$ cat src/rtl/buffer_fill_ctrl.sv
// Ring-buffer write/read controller for the parallel-access Buffer.
// Packs PAR_WRITE input elements per write word and tracks committed/reserved occupancy.
module buffer_fill_ctrl #(
    parameter int unsigned SIZE        = 4,
    parameter int unsigned MEM_SIZE    = 4,
    parameter int unsigned PAR_WRITE   = 2,
    parameter int unsigned PAR_READ    = 4,
    parameter int unsigned STRIDE      = 1,
    parameter int unsigned ADDRES_SIZE = $clog2(MEM_SIZE),
    parameter int unsigned LW          = $clog2(MEM_SIZE + 1)
) (
    input  logic                      clk,
    input  logic                      rst,
    input  logic                      in_valid,
    input  logic [SIZE-1:0]           in_data,
    output logic                      in_ready,
    output logic                      buf_wen,
    output logic [ADDRES_SIZE-1:0]    buf_waddr,
    output logic [PAR_WRITE*SIZE-1:0] buf_din,
    output logic [ADDRES_SIZE-1:0]    buf_raddr,
    output logic                      rd_valid,
    input  logic                      rd_pop,
    output logic [LW-1:0]             level
);

    localparam int unsigned PCW = (PAR_WRITE > 1) ? $clog2(PAR_WRITE) : 1;
    localparam int unsigned DW  = PAR_WRITE * SIZE;
    localparam int unsigned AW1 = ADDRES_SIZE + 1;

    localparam logic [PCW-1:0] PC_LAST = PCW'(PAR_WRITE - 1);
    localparam logic [LW-1:0]  L_MEM   = LW'(MEM_SIZE);
    localparam logic [LW-1:0]  L_PW    = LW'(PAR_WRITE);
    localparam logic [LW-1:0]  L_PR    = LW'(PAR_READ);
    localparam logic [LW-1:0]  L_ST    = LW'(STRIDE);

    logic [PCW-1:0] pack_cnt;
    logic [DW-1:0]  pack_q;
    logic [DW-1:0]  pack_nxt;
    logic [LW-1:0]  res;
    logic [LW-1:0]  res_nxt;
    logic [LW-1:0]  level_nxt;
    logic [LW-1:0]  free;
    logic           last_elem;
    logic           accept;
    logic           pack_done;
    logic           pop;

    // Ring pointer advance; subtract-once wrap keeps non-power-of-2 depths correct.
    function automatic logic [ADDRES_SIZE-1:0] wrap_add(input logic [ADDRES_SIZE-1:0] p,
                                                        input int unsigned k);
        logic [AW1-1:0] s;
        s = {1'b0, p} + AW1'(k);
        if (s >= AW1'(MEM_SIZE)) begin
            s = s - AW1'(MEM_SIZE);
        end
        return s[ADDRES_SIZE-1:0];
    endfunction

    // Handshake, lane merge and next occupancy; in_ready sees the pre-update reservation.
    always_comb begin
        free      = L_MEM - res;
        last_elem = (pack_cnt == PC_LAST);
        in_ready  = !last_elem || (free >= L_PW);
        accept    = in_valid && in_ready;
        pack_done = accept && last_elem;
        pop       = rd_pop && rd_valid;

        pack_nxt = pack_q;
        pack_nxt[int'(pack_cnt) * SIZE +: SIZE] = in_data;

        level_nxt = level + (buf_wen ? L_PW : LW'(0)) - (pop ? L_ST : LW'(0));
        res_nxt   = res + (pack_done ? L_PW : LW'(0)) - (pop ? L_ST : LW'(0));
    end

    always_ff @(posedge clk) begin
        if (rst) begin
            pack_cnt  <= '0;
            pack_q    <= '0;
            buf_wen   <= 1'b0;
            buf_din   <= '0;
            buf_waddr <= '0;
            buf_raddr <= '0;
            level     <= '0;
            res       <= '0;
            rd_valid  <= 1'b0;
        end else begin
            buf_wen <= pack_done;
            if (accept) begin
                if (last_elem) begin
                    pack_cnt <= '0;
                    buf_din  <= pack_nxt;
                end else begin
                    pack_cnt <= pack_cnt + PCW'(1);
                    pack_q   <= pack_nxt;
                end
            end
            // Write address moves only once the word has actually landed.
            if (buf_wen) begin
                buf_waddr <= wrap_add(buf_waddr, PAR_WRITE);
            end
            if (pop) begin
                buf_raddr <= wrap_add(buf_raddr, STRIDE);
            end
            level    <= level_nxt;
            res      <= res_nxt;
            rd_valid <= (level_nxt >= L_PR);
        end
    end

endmodule

$ cat config.mk
export PLATFORM = sky130hd
export DESIGN_NAME = buffer_fill_ctrl
export DESIGN_NICKNAME = d
export VERILOG_FILES = /design/src/rtl/buffer_fill_ctrl.sv
export SDC_FILE = /design/constraint.sdc
export NUM_CORES = 1
export LEC_CHECK = 0
export BUFFER_PORTS_ARGS = -buffer_cell sky130_fd_sc_hd__buf_2
export CAP_MARGIN = 20
export CORE_MARGIN = 2
export CORE_UTILIZATION = 38
export DETAILED_ROUTE_END_ITERATION = 16
export PLACE_DENSITY = 0.71
export SLEW_MARGIN = 25
export SYNTH_ARGS = -nofsm -noshare
export SYNTH_HDL_FRONTEND = slang
export SYNTH_SLANG_ARGS = --single-unit
$ cat constraint.sdc
create_clock -name clk -period 2.8 [get_ports clk]
set_input_delay 0.28 -clock clk [delete_from_list [all_inputs] [get_ports clk]]
set_output_delay 0.28 -clock clk [all_outputs]
set_load 0.01 [all_outputs]
## Word level (Yosys, flattened, before mapping)

Cells that the tools add are included.

- Add/subtract/negate cells: 11
- Order comparisons: 4
- Shift-type cells: 2
- Multiplexer cells: 7
- Bitwise logic cells: 1
- Reduce and logical (&&, ||, !) cells: 7

Operators with widths:

| operator | number |
|---|---|
| negation 3 -> 34 bit | 1 |
| variable shift 4 x 34 -> 8 bit (first input constant) | 1 |
| indexed part select 4 x 34 -> 8 bit | 1 |
| greater-or-equal comparator 3 bit (second input constant) | 3 |
| bitwise mux 8 bit | 1 |
| two-way mux 2 bit | 4 |
| adder 3 x 2 -> 3 bit | 2 |
| AND reduction 2 bit | 2 |
| subtractor 2 x 1 -> 2 bit (second input constant) | 2 |
| adder 2 x 1 -> 3 bit (second input constant) | 1 |
| adder 2 x 2 -> 3 bit (second input constant) | 1 |
| greater-or-equal comparator 3 x 2 -> 1 bit (second input constant) | 1 |
| logical AND 1 bit | 3 |
| subtractor 3 x 1 -> 3 bit | 1 |
| subtractor 3 bit | 1 |
| subtractor 3 bit (first input constant) | 1 |
| two-way mux 1 bit | 2 |
| adder 1 bit (second input constant) | 1 |
| zero test 1 bit | 1 |
| logical OR 1 bit | 1 |
| NOT 1 bit | 1 |

- Bits in registers: 29
- Output and inout port bits: 18
- Logic and storage cells: 41

## Logic depth before layout (Yosys ltp)

- Word-level depth: 8
- Gate-level depth with buffers: 11
- Mapped depth without buffers: 11

## Worst setup path after synthesis

Ideal clock, no wire load.

- Path type: register -> register
- Start point: reg res[1]
- End point: reg res[2]
- Setup time: 0.116 ns
- Arrival time: 1.919 ns
- Data required time: 2.684 ns
- Setup slack: 0.765 ns
- Stages on the path, launching flop included: 12
- Path buffers: 0
- Cells stage by stage: dfxtp_1 -> inv_1 -> ha_1 -> nor2_1 -> a21oi_1 -> inv_2 -> ha_1 -> inv_1 -> ha_1 -> xor2_1 -> and2_2 -> nor3_1

- Longest elaborated chain between the ends: 8

Ends and longest elaborated chain:

| item | line | source |
|---|---|---|
| start: declaration | 39 | `logic [LW-1:0] res;` |
| start signal: assignment | 105 | `res <= res_nxt;` |
| subtractor 3 bit | 61 | `free = L_MEM - res;` |
| greater-or-equal comparator 3 x 2 -> 1 bit | 63 | `in_ready = !last_elem \|\| (free >= L_PW);` |
| logical OR 1 bit | 63 |  |
| logical AND 1 bit | 64 | `accept = in_valid && in_ready;` |
| logical AND 1 bit | 65 | `pack_done = accept && last_elem;` |
| two-way mux 2 bit | 72 | `res_nxt = res + (pack_done ? L_PW : LW'(0)) - (pop ? L_ST : LW'(0));` |
| adder 3 x 2 -> 3 bit * | 72 |  |
| subtractor 3 x 1 -> 3 bit * | 72 |  |

Mark *: on every way between the ends. The rest lies on a longest branch, timed or not.
A chain may end at the register's enable or synchronous reset.

## Final worst setup path

Same ends and word-level chain as after synthesis.

==> out/summary.txt <==
Total Power Consumption -> 0.0008697 W
Fillcell total -> 249
Worst reg-to-reg setup slack -> 0.59 ns
Endpoint of the most critical register-to-register path -> res[2]$_SDFF_PP0_
Post-synthesis cell type count -> 23
Total net switching power -> 0.0002982 W
Placed inst area -> 0.001121 mm2
Die footprint -> 0.003050 mm2
Ports -> 26
Startpoint of the lowest-slack register-to-register path -> res[1]$_SDFF_PP0_
Via count of the first global-routing pass -> 665
Flip-flop and latch area -> 460.4 um2
Fraction of registers with async set/reset -> 0
All-Layer GR Usage -> 0.1122
Deepest level of the CTS H-tree -> 1
Fin worst setup slack -> 0.5906 ns
Commonest non-fill, non-tap cells in the layout -> sky130_fd_sc_hd__buf_2, sky130_fd_sc_hd__dfxtp_1, sky130_fd_sc_hd__nor2_1
Worst-skew pair later-pin latency -> 0.31 ns
CTS max path bufs -> 2
Summed area of non-filler cells in the final layout -> 0.001149 mm2
Worst setup path start -> res[1]$_SDFF_PP0_
Global-route wire length before repair -> 2711 um
Part of the Yosys area used for sequential elements -> 0.4617
Clock Power Share -> 0.176
Count of antenna-violating nets left after detailed routing -> 0
Capturing element type of the critical path -> register
Max cap viols -> 0
Clock slew at reported path FFs -> 0.13 ns
Footprint of the multi-input gates -> 465.4 um2
Wirelength, routed -> 1574 um
WL/cell -> 10.36 um
Flip-flop cell with the highest count after synthesis -> sky130_fd_sc_hd__dfxtp_1
Number of clock sinks -> 23
Number of buffers added to fix hold violations after cts -> 0
Antenna cell count -> 0
Final setup TNS -> 0 ns
Unrepaired setup endpoints after global routing -> no
Critical path class -> register to register
Number of flip-flops and latches in the synthesized netlist -> 23
Average size of a mapped cell -> 9.972 um2
Max Used Layer -> met4
Metal1 wirelength -> 750 um
Post-Synthesis Cells -> 100
Most common cell after layout, fill and taps aside -> sky130_fd_sc_hd__buf_2
Worst reg-to-reg path cell count -> 11
Remaining Overflow, GRT -> 0
Power per cell area -> 757.2 mW/mm2
Antenna violations before repair -> 0
Cell leakage power -> 0.5521 nW
CTS buffer count -> 3
Fin. Hold Viols -> 0
Layout Skew -> 0.008315 ns
Die boundary height -> 55.23 um
Number of synthesized flops with an enable pin -> 0
Met3 wire len -> 119 um
Ys Warns -> 0
Maximum number of pins on one net before global-route repair -> 24
Ratio of cells with drive above 1 in the final layout -> 0.2541
Count of pins over their slew limit -> 0
# nets final -> 139
Worst vdd ir -> 0.4977 mV
Hold slack -> 0.1909 ns
Combinational group share of total power -> 0.356
Number of placement rows -> 18
Required time at the worst-slack endpoint -> 3.01 ns
Detailed-router iteration count before antenna repair -> 4
Arrival time of the worst setup path -> 2.41 ns
Class of the most critical hold timing path -> input port to register
Die extent in x -> 55.23 um
Area added between synthesis and finish -> 15.18%
Placed wire-length estimate after detailed placement -> 1159 um
Syn nets -> 116
Vias -> 699
Number of DRC markers in iteration 0 -> 15
Clock root buffer -> sky130_fd_sc_hd__clkbuf_4
Placement Setup Slack -> 0.5828 ns
Effective utilization at floorplan -> 0.4025
Max Clock Freq -> 452.6 MHz
Sw Share -> 0.3429
RePlAce Congestion -> 0.6543
Cell-internal power -> 0.0005715 W
Setup crit start kind -> register
Tcrit/Tclk final -> 0.7891
Number of gates resized after cts -> 0
Run status -> finished, final reports clean
TritonCTS clock tree -> yes
Worst setup path end -> res[2]$_SDFF_PP0_
Power share of the sequential group -> 0.467
Final setup viols -> 0
Area of the core -> 0.002477 mm2
Met2 wire len -> 695 um
Total standard cell area after synthesis -> 997.2 um2
Port Buffer Count -> 24
Final period demand of the worst path -> 2.209 ns
Number of remaining DRC errors -> 0
Post-CTS setup buffer count -> 0
Via density -> 4.599
Maximum fanout along the worst path -> 9
[power groups by stage]
stage / clock network [W] / logic (W) / registers (W)
finish: 0.000153 / 0.000310 / 0.000406
detailed placement: 0 / 0.000316 / 0.000413
floorplan: 0 / 0.000237 / 0.000423
global route: 0.000174 / 0.000356 / 0.000413
global placement: 0 / 0.000303 / 0.000412
CTS: 0.000161 / 0.000317 / 0.000407
[cells in the mapped netlist (all sizes together), types with 2 or more instances]
library cell,instances,area share
and2b,8,0.060
nand3,2,0.010
clkbuf,2,0.0088
inv,10,0.038
nor3,2,0.010
mux2i,4,0.040
xnor2,4,0.035
dfxtp,23,0.46
a22o,8,0.070
xor2,3,0.026
nor2,13,0.049
buf,4,0.025
ha,8,0.10
nor2b,3,0.019
and2,2,0.014
[worst min path at each step]
stage | start | to | slack, ns | cells after the start
after CTS | in_data[1] | buf_din[5]$_SDFFE_PP0P_ | 0.18 | 2
after detailed placement | pack_q[0]$_SDFFE_PP0P_ | buf_din[0]$_SDFFE_PP0P_ | 0.47 | 1
after floorplan | in_data[0] | buf_din[4]$_SDFFE_PP0P_ | 0.41 | 1
final | in_data[1] | buf_din[5]$_SDFFE_PP0P_ | 0.19 | 2
after global placement | pack_q[3]$_SDFFE_PP0P_ | buf_din[3]$_SDFFE_PP0P_ | 0.45 | 1
after global routing | in_data[2] | buf_din[6]$_SDFFE_PP0P_ | 0.17 | 2
[logic make-up after synthesis]
family,after synthesis,share of synthesized area
AOI/OAI and AO/OA,10,0.09536
xor gates and xnor gates,7,0.06148
adders and majority gates,8,0.1004
buffers and inverters,16,0.07150
DFF,23,0.4617
muxes,4,0.04015
other,1,0.003761
and+or+nand+nor,31,0.1656
[flip-flops by register name, summed over array words and instances, names as in the netlist]
register   count
res            3
buf_wen        1
rd_valid       1
level          2
last_elem      1
buf_waddr      1
pack_q         4
buf_din        8
buf_raddr      2
[stage by stage]
| step | utilization | cells |
|---|---|---|
| final | 0.4636 | 152 |
| after CTS | 0.4636 | 152 |
| after global placement | 0.4525 | 148 |
| after floorplan | - | 100 |
| after global routing | 0.4636 | 152 |
| after detailed placement | 0.4525 | 148 |
[layer usage]
layer / global-route usage / vias up
met5: 0 / -
met4: 0.03136 / 0
met3: 0.05386 / 2
met2: 0.1769 / 23
met1: 0.1362 / 312
li1: - / 362
[critical path, stage by stage, from the launching register on]
cell and delay (ns):
sky130_fd_sc_hd__dfxtp_1 0.35, sky130_fd_sc_hd__inv_1 0.06, sky130_fd_sc_hd__ha_1 0.28, sky130_fd_sc_hd__nor2_1 0.27
sky130_fd_sc_hd__a21oi_1 0.16, sky130_fd_sc_hd__inv_2 0.18, sky130_fd_sc_hd__ha_1 0.25, sky130_fd_sc_hd__inv_1 0.06
sky130_fd_sc_hd__ha_1 0.15, sky130_fd_sc_hd__xor2_1 0.16, sky130_fd_sc_hd__and2_2 0.15, sky130_fd_sc_hd__nor3_1 0.03
[cell type report]
class                           count  area share
Sequential cell                    23      0.4009
Clock inverter                      1    0.004357
Tap cell                           30     0.03268
Clock buffer                        3     0.01961
Timing Repair Buffer               24      0.1046
Inverter                           10     0.03268
Multi-Input combinational cell     61      0.4052
Power figures use the tool's default switching activity.
